===== src/rtl/regfile_scoreboard.sv =====
// Register file with a write-to-read bypass, per-register busy bits and a
// count of pending writes. Decode/issue marks destinations busy. Writeback
// writes a register and clears its busy bit. Issue stalls on busy_A/busy_B.
module regfile_scoreboard #(
    parameter int DATA_WIDTH = 32,
    parameter int ADDR_WIDTH = 5,
    parameter bit ZERO_REG   = 1'b1,
    parameter bit BYPASS     = 1'b1
) (
    input  logic                  clock,
    input  logic                  ctrl_reset,
    input  logic                  ctrl_writeEnable,
    input  logic [ADDR_WIDTH-1:0] ctrl_writeReg,
    input  logic [DATA_WIDTH-1:0] data_writeReg,
    input  logic [ADDR_WIDTH-1:0] ctrl_readRegA,
    input  logic [ADDR_WIDTH-1:0] ctrl_readRegB,
    output logic [DATA_WIDTH-1:0] data_readRegA,
    output logic [DATA_WIDTH-1:0] data_readRegB,
    input  logic                  ctrl_issueEnable,
    input  logic [ADDR_WIDTH-1:0] ctrl_issueReg,
    output logic                  busy_A,
    output logic                  busy_B,
    output logic [ADDR_WIDTH:0]   pending_count
);

    localparam int NUM_REGS = 2**ADDR_WIDTH;
    localparam logic [ADDR_WIDTH:0] COUNT_ONE = {{ADDR_WIDTH{1'b0}}, 1'b1};

    logic [DATA_WIDTH-1:0] regs [NUM_REGS];
    logic [NUM_REGS-1:0]   busy;

    logic write_ok;
    logic issue_ok;
    logic count_inc;
    logic count_dec;
    logic zero_a;
    logic zero_b;
    logic hit_a;
    logic hit_b;

    // Qualify the write and issue strobes and work out this edge's effect on the count.
    // NOTE: every signal written here gets a value on every path.
    // A combinational path that skips a signal makes the tool hold its old value, which infers a latch.
    always_comb begin
        write_ok  = ctrl_writeEnable && !(ZERO_REG && (ctrl_writeReg == '0));
        issue_ok  = ctrl_issueEnable && !(ZERO_REG && (ctrl_issueReg == '0));
        // Issuing a register that is already busy adds no new pending write.
        count_inc = issue_ok && !busy[ctrl_issueReg];
        // A write to a busy register retires its pending write.
        // If the same register is issued on that edge, a new producer takes its place and the count stays the same.
        count_dec = write_ok && busy[ctrl_writeReg]
                    && !(issue_ok && (ctrl_issueReg == ctrl_writeReg));
    end

    // Register storage: one write port, and the whole array is cleared on reset.
    // NOTE: resetting every entry forces the array into flops rather than a RAM macro.
    // This is deliberate: the reset must clear the register contents.
    always_ff @(posedge clock or posedge ctrl_reset) begin
        if (ctrl_reset) begin
            for (int i = 0; i < NUM_REGS; i++) begin
                regs[i] <= '0;
            end
        end else if (write_ok) begin
            // NOTE: sequential state uses non-blocking assignments only.
            // All flops then update from the same pre-edge values.
            regs[ctrl_writeReg] <= data_writeReg;
        end
    end

    // Busy bits: writeback clears the bit and issue sets it. Issue wins when both name the same register.
    always_ff @(posedge clock or posedge ctrl_reset) begin
        if (ctrl_reset) begin
            busy <= '0;
        end else begin
            if (write_ok) begin
                busy[ctrl_writeReg] <= 1'b0;
            end
            // NOTE: this assignment comes after the clear above.
            // When both target the same bit, the last non-blocking assignment decides, so issue wins.
            if (issue_ok) begin
                busy[ctrl_issueReg] <= 1'b1;
            end
        end
    end

    // Pending-write counter, kept equal to the number of set busy bits.
    always_ff @(posedge clock or posedge ctrl_reset) begin
        if (ctrl_reset) begin
            pending_count <= '0;
        end else begin
            case ({count_inc, count_dec})
                2'b10:   pending_count <= pending_count + COUNT_ONE;
                2'b01:   pending_count <= pending_count - COUNT_ONE;
                default: pending_count <= pending_count;
            endcase
        end
    end

    // Read port A: stored value, overridden by the hardwired zero register or by a same-cycle write.
    always_comb begin
        zero_a        = ZERO_REG && (ctrl_readRegA == '0);
        hit_a         = BYPASS && write_ok && (ctrl_writeReg == ctrl_readRegA);
        data_readRegA = regs[ctrl_readRegA];
        busy_A        = busy[ctrl_readRegA];
        if (zero_a) begin
            data_readRegA = '0;
            busy_A        = 1'b0;
        end else if (hit_a) begin
            // The value being written is final, so the register is no longer pending for this reader.
            data_readRegA = data_writeReg;
            busy_A        = 1'b0;
        end
    end

    // Read port B: same behaviour as port A.
    always_comb begin
        zero_b        = ZERO_REG && (ctrl_readRegB == '0);
        hit_b         = BYPASS && write_ok && (ctrl_writeReg == ctrl_readRegB);
        data_readRegB = regs[ctrl_readRegB];
        busy_B        = busy[ctrl_readRegB];
        if (zero_b) begin
            data_readRegB = '0;
            busy_B        = 1'b0;
        end else if (hit_b) begin
            data_readRegB = data_writeReg;
            busy_B        = 1'b0;
        end
    end

endmodule


===== config.mk =====
export PLATFORM = sky130hd
export DESIGN_NAME = regfile_scoreboard
export DESIGN_NICKNAME = d
export VERILOG_FILES = /design/src/rtl/regfile_scoreboard.sv
export SDC_FILE = /design/constraint.sdc
export NUM_CORES = 2
export LEC_CHECK = 0
export ABC_AREA = 1
export CAP_MARGIN = 15
export CELL_PAD_IN_SITES_DETAIL_PLACEMENT = 1
export CELL_PAD_IN_SITES_GLOBAL_PLACEMENT = 1
export CORE_ASPECT_RATIO = 0.75
export CORE_MARGIN = 1
export CORE_UTILIZATION = 50
export CTS_BUF_LIST = sky130_fd_sc_hd__clkbuf_8
export CTS_CLUSTER_SIZE = 25
export DETAILED_ROUTE_END_ITERATION = 16
export PLACE_DENSITY = 0.85
export SLEW_MARGIN = 20
export SYNTH_ARGS = -nofsm -noshare
export SYNTH_HDL_FRONTEND = slang
export SYNTH_SLANG_ARGS = --single-unit

===== constraint.sdc =====
create_clock -name clock -period 60.5 [get_ports clock]
set_input_delay 15.125 -clock clock [delete_from_list [all_inputs] [get_ports clock]]
set_output_delay 15.125 -clock clock [all_outputs]
set_load 0.05 [all_outputs]

==> summary.md <==
| Metric | Value |
|---|---|
| Status | `complete, no violations` |
| Maxcap violations | `0` |
| Initial Utilization | `0.508` |
| Wire per inst | `27.2 um` |
| Critical Path Source | `ctrl_readRegB[0]` |
| Met2 Wirelength | `112000 um` |
| FF+latch count, synth | `1062` |
| Hold Vio Cnt, Final | `0` |
| Worst EP required | `45.38 ns` |
| Crit path DAT | `20.26 ns` |
| Tot GR Track Use | `0.421` |
| CP startpoint kind | `primary input` |
| Top cells by area, synth | `dfrtp_1, nand2_1, o21ai_0, nand3_1, o211ai_1` |
| RR Startpoint | `busy[3]` |
| Via density per instance | `6.55` |
| Max FO, Critical Path | `224` |
| FMAX | `0.0283 GHz` |
| Async set or reset register ratio after synthesis | `1.00` |
| Fin Hold WS | `0.392 ns` |
| Routability cong. | `0.896` |
| Post-CTS sizing | `0` |
| Post-synthesis cell type count | `42` |
| Reg clk slew, reported paths | `0.06 ns` |
| Synth Instances | `8147` |
| Share of cells above drive strength 1 | `0.0613` |
| Vias in the first global route | `62400` |
| Clock buffer count from CTS | `177` |
| Core area | `119000 um2` |
| Min Tclk post-route | `35.39 ns` |
| # rows | `109` |
| First-pass DRT Iterations | `6` |
| Uppermost routed layer | `met5` |
| Period utilisation layout | `0.585` |
| Clock Tree Root | `clkbuf_8` |
| Post-synth top flop | `dfrtp_1` |
| Met1 WL | `103000 um` |
| Max-Slew Margin vs Limit | `0.137` |
| Post-CTS Hold Fix Bufs | `0` |
| Final setup violation count | `0` |
| Syn Nets | `8209` |
| Cell area power density | `33.1 nW/um2` |
| Most frequent cells in the layout | `nand2_1, o21ai_0, nand3_1, dfrtp_1, inv_1` |
| Initial antenna violation count | `13` |
| Antenna-violating nets left | `0` |
| Avg Cell Area, Syn | `7.40 um2` |
| CTS Sinks | `1062` |
| VDD IR-drop max | `24.8 uV` |
| DRC | `0` |
| CTS tree | `done` |
| Post-synth top area cell | `dfrtp_1` |
| DP HPWL | `141000 um` |
| CP endpoint kind | `primary output` |
| Placed cell areas | `60900 um2` |
| Syn Std Cell Area | `60300 um2` |
| Vias | `62100` |
| Die height | `303 um` |
| Number of port buffers | `127` |
| Slew @ Worst Pin | `1.29 ns` |
| Overflow after GRT | `0` |
| First-pass GRT wire length | `390000 um` |
| Area grow syn2layout | `6.90%` |
| Hold Path Class | `flip-flop to flip-flop` |
| Total Wirelength | `258000 um` |
| Die area | `122000 um2` |
| Met3 wire len | `28400 um` |
| Htree depth | `4` |
| Clock latency on the worst-skew pair | `0.95 ns` |
| Syn. warnings | `0` |
| Setup bufs post-CTS | `0` |
| Hold path startpoint | `regs[1023]` |
| Util after Layout | `0.543` |
| Critical path class | `primary input to primary output` |
| Post-Route Skew | `0.0404 ns` |
| Post-synth EDFFs | `0` |
| Die Span X | `403 um` |
| Io pins | `128` |
| Leak Pwr | `28.5 nW` |
| RSZ-0062 raised after global routing | `no` |
| Setup_tns | `0 ns` |
| Most common cell after layout, fill and taps aside | `nand2_1` |
| Final #Nets | `7838` |
| Slew Viols, Final | `0` |
| Initial DRC count | `7764` |
| Share of the yosys chip area belonging to registers | `0.441` |
| Clk buf depth | `3` |
| Largest net degree at the start of global routing | `226` |
| Final Cell Area | `64400 um2` |
| Yosys top cell area share | `0.441` |
[Yosys cell counts, types with 3 or more instances]
cell type	count
a21oi_1	439
buf_1	71
buf_2	307
buf_4	38
buf_6	31
clkbuf_1	356
dfrtp_1	1062
ha_1	5
inv_1	639
inv_2	24
nand2_1	1920
nand2_2	3
nand3_1	1069
nand4_1	3
nor2_1	176
nor2_2	5
nor2_4	7
nor3_1	13
o211ai_1	652
o21ai_0	1143
o21ai_1	95
o22ai_1	23
o32ai_1	3
or2_2	29
xnor2_1	6
xor2_1	6
[critical path: stages]
cell and delay, ns:
buf_8 0.41, buf_12 0.55, buf_4 0.88, buf_4 0.83, or2_2 0.24, nand3_1 0.08, nand3_1 0.15, nand3_1 0.09
nand3_1 0.16, nand3_1 0.10, nand2_1 0.22, clkdlybuf4s50_1 0.86
[final timing paths]
kind	end	slack, ns	cells past startpoint
worst max-delay path	data_readRegB[14]	25.11	12
max in group asynchronous	regs[46]	41.14	7
min in group asynchronous	regs[534]	14.72	2
worst max register to register	pending_count[5]	57.00	17
worst min register to register	regs[1023]	0.39	0
worst min-delay path	regs[1023]	0.39	0
[cells by family after synthesis]
kind of cell,synth area share
AND/OR/NAND/NOR,0.227
AO/OA/AOI/OAI,0.224
buffers and inverters,0.105
flip-flops,0.441
XOR/XNOR,0.00174
adder cells (fa/ha/maj),0.00137
[metrics by stage]
stage / power [mW] / worst slack (ns) / cells
after floorplan: 1.31 / 15.48 / 8147
after global placement: 1.43 / 25.54 / 9150
after detailed placement: 1.47 / 25.42 / 9150
after CTS: 2.12 / 25.42 / 9460
after global routing: 2.24 / 24.99 / 9467
final: 2.13 / 25.11 / 9473
[power by group]
| part | internal, mW | leakage (nW) | switching [mW] | total [mW] |
|---|---|---|---|---|
| Sequential | 0.863 | 12.7 | 0.0854 | 0.949 |
| Clock | 0.339 | 2.05 | 0.318 | 0.658 |
| Combinational | 0.166 | 13.7 | 0.361 | 0.527 |
| Total | 1.37 | 28.5 | 0.765 | 2.13 |
[sequential cells by signal (all words and copies together), names as in the netlist]
| signal | cells |
|---|---|
| busy | 32 |
| regs | 1024 |
| pending_count | 6 |
[area by class of cell]
| class | count | area, um2 |
|---|---|---|
| Antenna cell | 12 | 30.0 |
| Clock buffer | 225 | 3100 |
| Tap cell | 1554 | 1940 |
| Timing Repair Buffer | 257 | 2310 |
| Clock inverter | 85 | 403 |
| Multi-Input combinational cell | 5612 | 27500 |
| Inverter | 666 | 2550 |
| Fill cell | 14900 | 54200 |
| Sequential cell | 1062 | 26600 |
[routing by layer]
layer,global-route usage,vias to the layer above
li1,-,26700
met1,0.556,30800
met2,0.644,3708
met3,0.0980,910
met4,0.227,6
met5,0,-
No activity file was read; power rests on OpenSTA's default activity.
